===== config.mk =====
export PLATFORM = sky130hd
export DESIGN_NAME = mem_port_arbiter
export DESIGN_NICKNAME = d
export VERILOG_FILES = /design/src/rtl/mem_arb_pkg.sv /design/src/rtl/mem_arb_tag_pipe.sv /design/src/rtl/mem_port_arbiter.sv
export SDC_FILE = /design/constraint.sdc
export NUM_CORES = 1
export LEC_CHECK = 0
export CAP_MARGIN = 15
export CORE_AREA = 2 2 100 102
export CTS_CLUSTER_SIZE = 24
export DETAILED_ROUTE_END_ITERATION = 6
export DIE_AREA = 0 0 102 104
export SLEW_MARGIN = 20
export SYNTH_ARGS = -nofsm -noshare
export SYNTH_HDL_FRONTEND = slang
export SYNTH_HIERARCHICAL = 1
export SYNTH_SLANG_ARGS = --single-unit

===== constraint.sdc =====
create_clock -name clk -period 1.47 [get_ports clk]
set_input_delay 0.294 -clock clk [delete_from_list [all_inputs] [get_ports clk]]
set_output_delay 0.294 -clock clk [all_outputs]
set_load 0.005 [all_outputs]

===== src/rtl/mem_arb_pkg.sv =====
// Shared types for mem_port_arbiter: requester owner, read tag, arbitration
// states and read-latency bounds.
package mem_arb_pkg;

  typedef enum logic {
    OWNER_IF = 1'b0,
    OWNER_D  = 1'b1
  } owner_e;

  typedef struct packed {
    logic   valid;
    owner_e owner;
  } tag_t;

  typedef enum logic {
    DATA_PRI,
    FETCH_FORCED
  } arb_state_e;

  localparam int unsigned READ_LAT_MIN = 1;
  localparam int unsigned READ_LAT_MAX = 3;

  function automatic int unsigned clamp_lat(input int unsigned lat);
    if (lat < READ_LAT_MIN) return READ_LAT_MIN;
    if (lat > READ_LAT_MAX) return READ_LAT_MAX;
    return lat;
  endfunction

endpackage


===== src/rtl/mem_arb_tag_pipe.sv =====
// READ_LAT-deep shift register of read tags; output stage lines up with
// the memory's read data. Async reset drops every in-flight tag.
module mem_arb_tag_pipe
  import mem_arb_pkg::*;
#(
  parameter int unsigned READ_LAT = 1
) (
  input  logic clk_i,
  input  logic rst_i,
  input  tag_t tag_i,
  output tag_t tag_o,
  output logic busy_o
);

  localparam int unsigned TW = $bits(tag_t);
  localparam logic [TW*READ_LAT-1:0] VALID_MASK = {READ_LAT{2'b10}};

  logic [TW*READ_LAT-1:0] pipe_q, pipe_d;

  if (READ_LAT == 1) begin : g_one
    always_comb pipe_d = tag_i;
  end else begin : g_many
    always_comb pipe_d = {pipe_q[TW*(READ_LAT-1)-1:0], tag_i};
  end

  always_ff @(posedge clk_i or posedge rst_i) begin
    if (rst_i) pipe_q <= '0;
    else       pipe_q <= pipe_d;
  end

  always_comb begin
    tag_o  = pipe_q[TW*READ_LAT-1 -: TW];
    busy_o = |(pipe_q & VALID_MASK);
  end

endmodule


===== src/rtl/mem_port_arbiter.sv =====
// Arbitrates fetch and data ports onto one single-port synchronous RAM with
// anti-starvation for fetch. Define MEM_ARB_PERF_EN for wait/forced counters.
module mem_port_arbiter
  import mem_arb_pkg::*;
#(
  parameter int unsigned ADDR_W       = 12,
  parameter int unsigned READ_LAT     = 1,
  parameter int unsigned MAX_D_STREAK = 4
) (
  input  logic              clk,
  input  logic              rst,
  input  logic              if_req,
  input  logic [31:0]       if_addr,
  output logic              if_gnt,
  output logic              if_rvalid,
  output logic [31:0]       if_rdata,
  input  logic              d_req,
  input  logic              d_we,
  input  logic [31:0]       d_addr,
  input  logic [31:0]       d_wdata,
  input  logic [3:0]        d_wstrb,
  output logic              d_gnt,
  output logic              d_rvalid,
  output logic [31:0]       d_rdata,
  output logic              mem_en,
  output logic [3:0]        mem_we,
  output logic [ADDR_W-1:0] mem_addr,
  output logic [31:0]       mem_wdata,
  input  logic [31:0]       mem_rdata,
  output logic              busy
`ifdef MEM_ARB_PERF_EN
  ,
  output logic [31:0]       perf_if_wait,
  output logic [31:0]       perf_d_wait,
  output logic [31:0]       perf_forced
`endif
);

  localparam int unsigned LAT = clamp_lat(READ_LAT);
  localparam int unsigned SW  = $clog2(MAX_D_STREAK + 1);
  localparam logic [SW-1:0] STREAK_MAX = SW'(MAX_D_STREAK);

  arb_state_e    state_q;
  logic [SW-1:0] streak_q, streak_d;
  logic          forced;
  tag_t          tag_in, tag_out;
  logic          unused_addr_bits;

  always_comb unused_addr_bits = ^{if_addr[31:ADDR_W+2], if_addr[1:0],
                                   d_addr[31:ADDR_W+2], d_addr[1:0]};

  always_comb begin
    forced    = (state_q == FETCH_FORCED);
    d_gnt     = ~rst & d_req & ~(if_req & forced);
    if_gnt    = ~rst & if_req & ~d_gnt;
    mem_en    = d_gnt | if_gnt;
    mem_we    = '0;
    mem_addr  = '0;
    mem_wdata = '0;
    if (d_gnt) begin
      mem_addr = d_addr[ADDR_W+1:2];
      if (d_we) begin
        mem_we    = d_wstrb;
        mem_wdata = d_wdata;
      end
    end else if (if_gnt) begin
      mem_addr = if_addr[ADDR_W+1:2];
    end
    // Stores (including zero-strobe ones) occupy a pipe slot but never respond.
    tag_in.valid = if_gnt | (d_gnt & ~d_we);
    tag_in.owner = d_gnt ? OWNER_D : OWNER_IF;

    if (if_gnt || !if_req)                  streak_d = '0;
    else if (d_gnt && streak_q != STREAK_MAX) streak_d = streak_q + 1'b1;
    else                                    streak_d = streak_q;
  end

  always_ff @(posedge clk or posedge rst) begin
    if (rst) begin
      state_q  <= DATA_PRI;
      streak_q <= '0;
    end else begin
      streak_q <= streak_d;
      unique case (state_q)
        DATA_PRI:     if (streak_d == STREAK_MAX) state_q <= FETCH_FORCED;
        FETCH_FORCED: if (if_gnt || !if_req)      state_q <= DATA_PRI;
        default:                                  state_q <= DATA_PRI;
      endcase
    end
  end

  mem_arb_tag_pipe #(.READ_LAT(LAT)) u_tag_pipe (
    .clk_i (clk),
    .rst_i (rst),
    .tag_i (tag_in),
    .tag_o (tag_out),
    .busy_o(busy)
  );

  always_comb begin
    if_rvalid = tag_out.valid & (tag_out.owner == OWNER_IF);
    d_rvalid  = tag_out.valid & (tag_out.owner == OWNER_D);
    if_rdata  = if_rvalid ? mem_rdata : '0;
    d_rdata   = d_rvalid  ? mem_rdata : '0;
  end

`ifdef MEM_ARB_PERF_EN
  logic [31:0] perf_if_wait_q, perf_d_wait_q, perf_forced_q;

  always_ff @(posedge clk or posedge rst) begin
    if (rst) begin
      perf_if_wait_q <= '0;
      perf_d_wait_q  <= '0;
      perf_forced_q  <= '0;
    end else begin
      perf_if_wait_q <= perf_if_wait_q + {31'd0, if_req & ~if_gnt};
      perf_d_wait_q  <= perf_d_wait_q  + {31'd0, d_req & ~d_gnt};
      perf_forced_q  <= perf_forced_q  + {31'd0, if_gnt & forced};
    end
  end

  always_comb begin
    perf_if_wait = perf_if_wait_q;
    perf_d_wait  = perf_d_wait_q;
    perf_forced  = perf_forced_q;
  end
`endif

endmodule

==> impl_metrics.yaml <==
clock_tree:
  htree_levels: 1
  clkTransAtPathRegs_ns: 0.03
  worst_skew_pair_latency_ns: 0.22
  cts_hold_repair.buffers: 0
  cts_buffers: 3
  cts.path.max_buffers: 2
  numClockSinks: 6
  cts_tree: "done"
  clk_root_buffer_cell: "sky130_fd_sc_hd__clkbuf_8"
setup_path:
  crit_path_start: "forced"
  worst-path-max-fanout: 5
  timing.critical_path.required_ns: 1.18
  path_class: "register to output port"
  ff2ff_setup_slack_ns: -0.07
  cp-end-kind: "output port"
  ff_to_ff_path_depth: 5
  worst_r2r_startpoint: "forced"
  worstSetupStartpointType: "register"
  critical_path_arrival_ns: 1.63
placement:
  pre_cts_ws_ns: -0.988
  place_congestion: 0.752
  place.detailed.instances: 516
  dp_hpwl_mm: 5.79
  io_buffer_count: 214
cells_and_area:
  insertedDiodeCount: 0
  stdcell_count: 573
  post_route_cells_drive_above_1_share: 0.661
  sequential_cell_area_um2: 151
  fillCellCount: 878
  syn2layout_area_growth_pct: 300
  multiInputGateArea_um2: 1320
  layout.nets: 581
logic_synthesis:
  yosys_warnings: 6
  yosys_most_used_dff: "sky130_fd_sc_hd__dfrtp_1"
  fraction_of_synthesized_cell_area_taken_by_the_top_area_cell_type: 0.366
  ys_top_cells_by_area: "sky130_fd_sc_hd__and3_1, sky130_fd_sc_hd__and2_1, sky130_fd_sc_hd__dfrtp_1"
  synth.net_count: 311
  synth.lib_cells_used.distinct: 25
  syn_area_um2: 1180
  synthArstFlopShare: 1.00
  flop_and_latch_count_out_of_synthesis: 6
  synth-seq-area-share: 0.127
  syn-instance-count: 172
  netlist_top_cells_count: "sky130_fd_sc_hd__and3_1, sky130_fd_sc_hd__and2_1, sky130_fd_sc_hd__clkbuf_1"
  synth_top_cell_by_area: "sky130_fd_sc_hd__and3_1"
  average_instance_area_after_synthesis_um2: 6.86
  synthMostInstantiatedCell: "sky130_fd_sc_hd__and3_1"
  count_of_flip_flops_with_a_built_in_enable_after_synthesis: 0
floorplanning:
  core-area_um2: 9550
  io-pin-count: 255
  die_width_um: 102
  floorplan.initialDensity: 0.124
  die_area_um2: 10600
  die_y_um: 104
  rows: 36
timing:
  total_of_endpoints_with_negative_setup_slack_in_the_final_report: 117
  timing.final.ws_setup_ns: -0.456
  finalCritPeriodShare: 1.31
  max_freq_mhz: 519
  worst_slew_pin_slew_ns: 0.400
  hold_violations: 0
  setup_total_negative_slack_ns: -27.00
  grt_setup_unrepaired: "true"
  fin_worst_hold_slack_ns: 0.128
  post-route-min-period_ns: 1.93
  clock-skew-final_ns: 0.0000879
  report.final.slew_viol_count: 0
  max_slew_margin: 0.733
routing:
  drt_pre_antenna_iters: 4
  vias: 2443
  route.detailed.wl_per_inst_um: 16.1
  vias_per_cell: 4.26
  drt_first_iter_violations: 50
  detail_route.drc_violations: 0
  wirelength_mm: 9.24
  antenna_left: 0
power:
  vdd_drop_max_mv: 0.153
  power.leakage_uw: 0.00224
  power-per-cell-area_nw_per_um2: 329
global_route:
  grt_pass1_wl_mm: 12.2
  via_count_of_the_first_global_routing_pass: 2474
  gr-total-overflow: 0
  total_routing_resource_utilization_after_global_routing: 0.143
  grt_max_degree: 22
  grt_antenna_before_repair: 1
outcome:
  failed_checks: "setup timing"
  outcome: "finished, violations left"
hold_path:
  worst_hold_path_type: "input port to asynchronous set/reset pin"
flow_run:
  drv_cap: 0
-- where the power goes --
group          switching, uW  internal [uW]  total (uW)
combinational            362            773        1140
sequential              6.63            172         179
clock                   62.7            175         238
total                    432           1120        1550
-- final timing paths --
| check | endpoint |
|---|---|
| worst min register to register | forced |
| worst max register to register | forced |
| max in group asynchronous | forced |
| worst min-delay path | u_tag_pipe/tag_o[0] |
| worst max-delay path | mem_addr[0] |
| min in group clk | forced |
-- cells in the final DEF (no fill, tap or decap), types with 2 or more instances in the layout --
cell type | synthesis | routed
sky130_fd_sc_hd__buf_6 | 1 | 120
sky130_fd_sc_hd__nand3_1 | 4 | 2
sky130_fd_sc_hd__and2_1 | 33 | 3
sky130_fd_sc_hd__and3_1 | 69 | 18
sky130_fd_sc_hd__clkbuf_8 | 0 | 3
sky130_fd_sc_hd__buf_12 | 0 | 4
sky130_fd_sc_hd__buf_8 | 0 | 7
sky130_fd_sc_hd__dfrtp_1 | 6 | 5
sky130_fd_sc_hd__a22o_1 | 12 | 12
sky130_fd_sc_hd__and2_4 | 0 | 30
sky130_fd_sc_hd__clkdlybuf4s50_1 | 0 | 93
sky130_fd_sc_hd__inv_1 | 6 | 3
sky130_fd_sc_hd__buf_4 | 1 | 14
sky130_fd_sc_hd__nand2_1 | 5 | 4
sky130_fd_sc_hd__nor2_1 | 2 | 2
sky130_fd_sc_hd__clkbuf_16 | 0 | 3
sky130_fd_sc_hd__buf_16 | 0 | 6
sky130_fd_sc_hd__and3_4 | 0 | 51
sky130_fd_sc_hd__nand3_2 | 0 | 2
sky130_fd_sc_hd__buf_2 | 3 | 25
sky130_fd_sc_hd__inv_2 | 0 | 2
sky130_fd_sc_hd__clkbuf_2 | 0 | 11
-- stage by stage --
step | area, um^2 | utilization | total power, uW
after floorplan | 1180 | - | 371
after global placement | 3550 | 0.372 | 934
after detailed placement | 3550 | 0.372 | 938
after CTS | 4040 | 0.423 | 1380
after global routing | 4710 | 0.494 | 1640
final | 4710 | 0.494 | 1550
-- critical path, cell delays in order (launching register included) --
cell	delay, ns
sky130_fd_sc_hd__dfrtp_1	0.38
sky130_fd_sc_hd__a21o_1	0.23
sky130_fd_sc_hd__clkinv_4	0.11
sky130_fd_sc_hd__nor3_4	0.05
sky130_fd_sc_hd__buf_6	0.12
sky130_fd_sc_hd__buf_6	0.11
sky130_fd_sc_hd__buf_6	0.10
sky130_fd_sc_hd__a22o_1	0.18
sky130_fd_sc_hd__buf_2	0.13
-- what timing repair did --
item,CTS,global route
setup buffers,41,19
endpoints found under the hold margin,0,0
pin swaps,35,43
cloned,12,3
resized for setup,544,189
setup endpoints to repair,120,119
-- cell type report --
type | instances | share of cell area
multi-input cells | 140 | 0.279
flip-flops and latches | 6 | 0.0321
clock buffers | 3 | 0.00876
inverters | 6 | 0.00584
well taps | 133 | 0.0353
repair buffers | 285 | 0.639
-- logic make-up (layout without fill, tap and decap cells) --
family | Yosys count | after routing | share of synthesized area
buffers and inverters | 26 | 294 | 0.0954
AOI/OAI and AO/OA | 20 | 20 | 0.141
DFF | 6 | 6 | 0.127
adders and majority gates | 2 | 2 | 0.0212
and+or+nand+nor | 118 | 118 | 0.615
-- state kept, by name, summed over array words and instances (netlist names) --
signal and flops:
streak_q 3, u_tag_pipe/tag_o 2, forced 1
-- metal layers --
layer / part of all wire / GRT usage / up-vias
met2: 0.54 / 0.283 / 164
met3: 0.10 / 0.0302 / 14
met5: 0.0014 / 0 / -
li1: - / - / 1154
met1: 0.34 / 0.146 / 1109
met4: 0.020 / 0.0381 / 2
(Power assumes the default switching activity.)
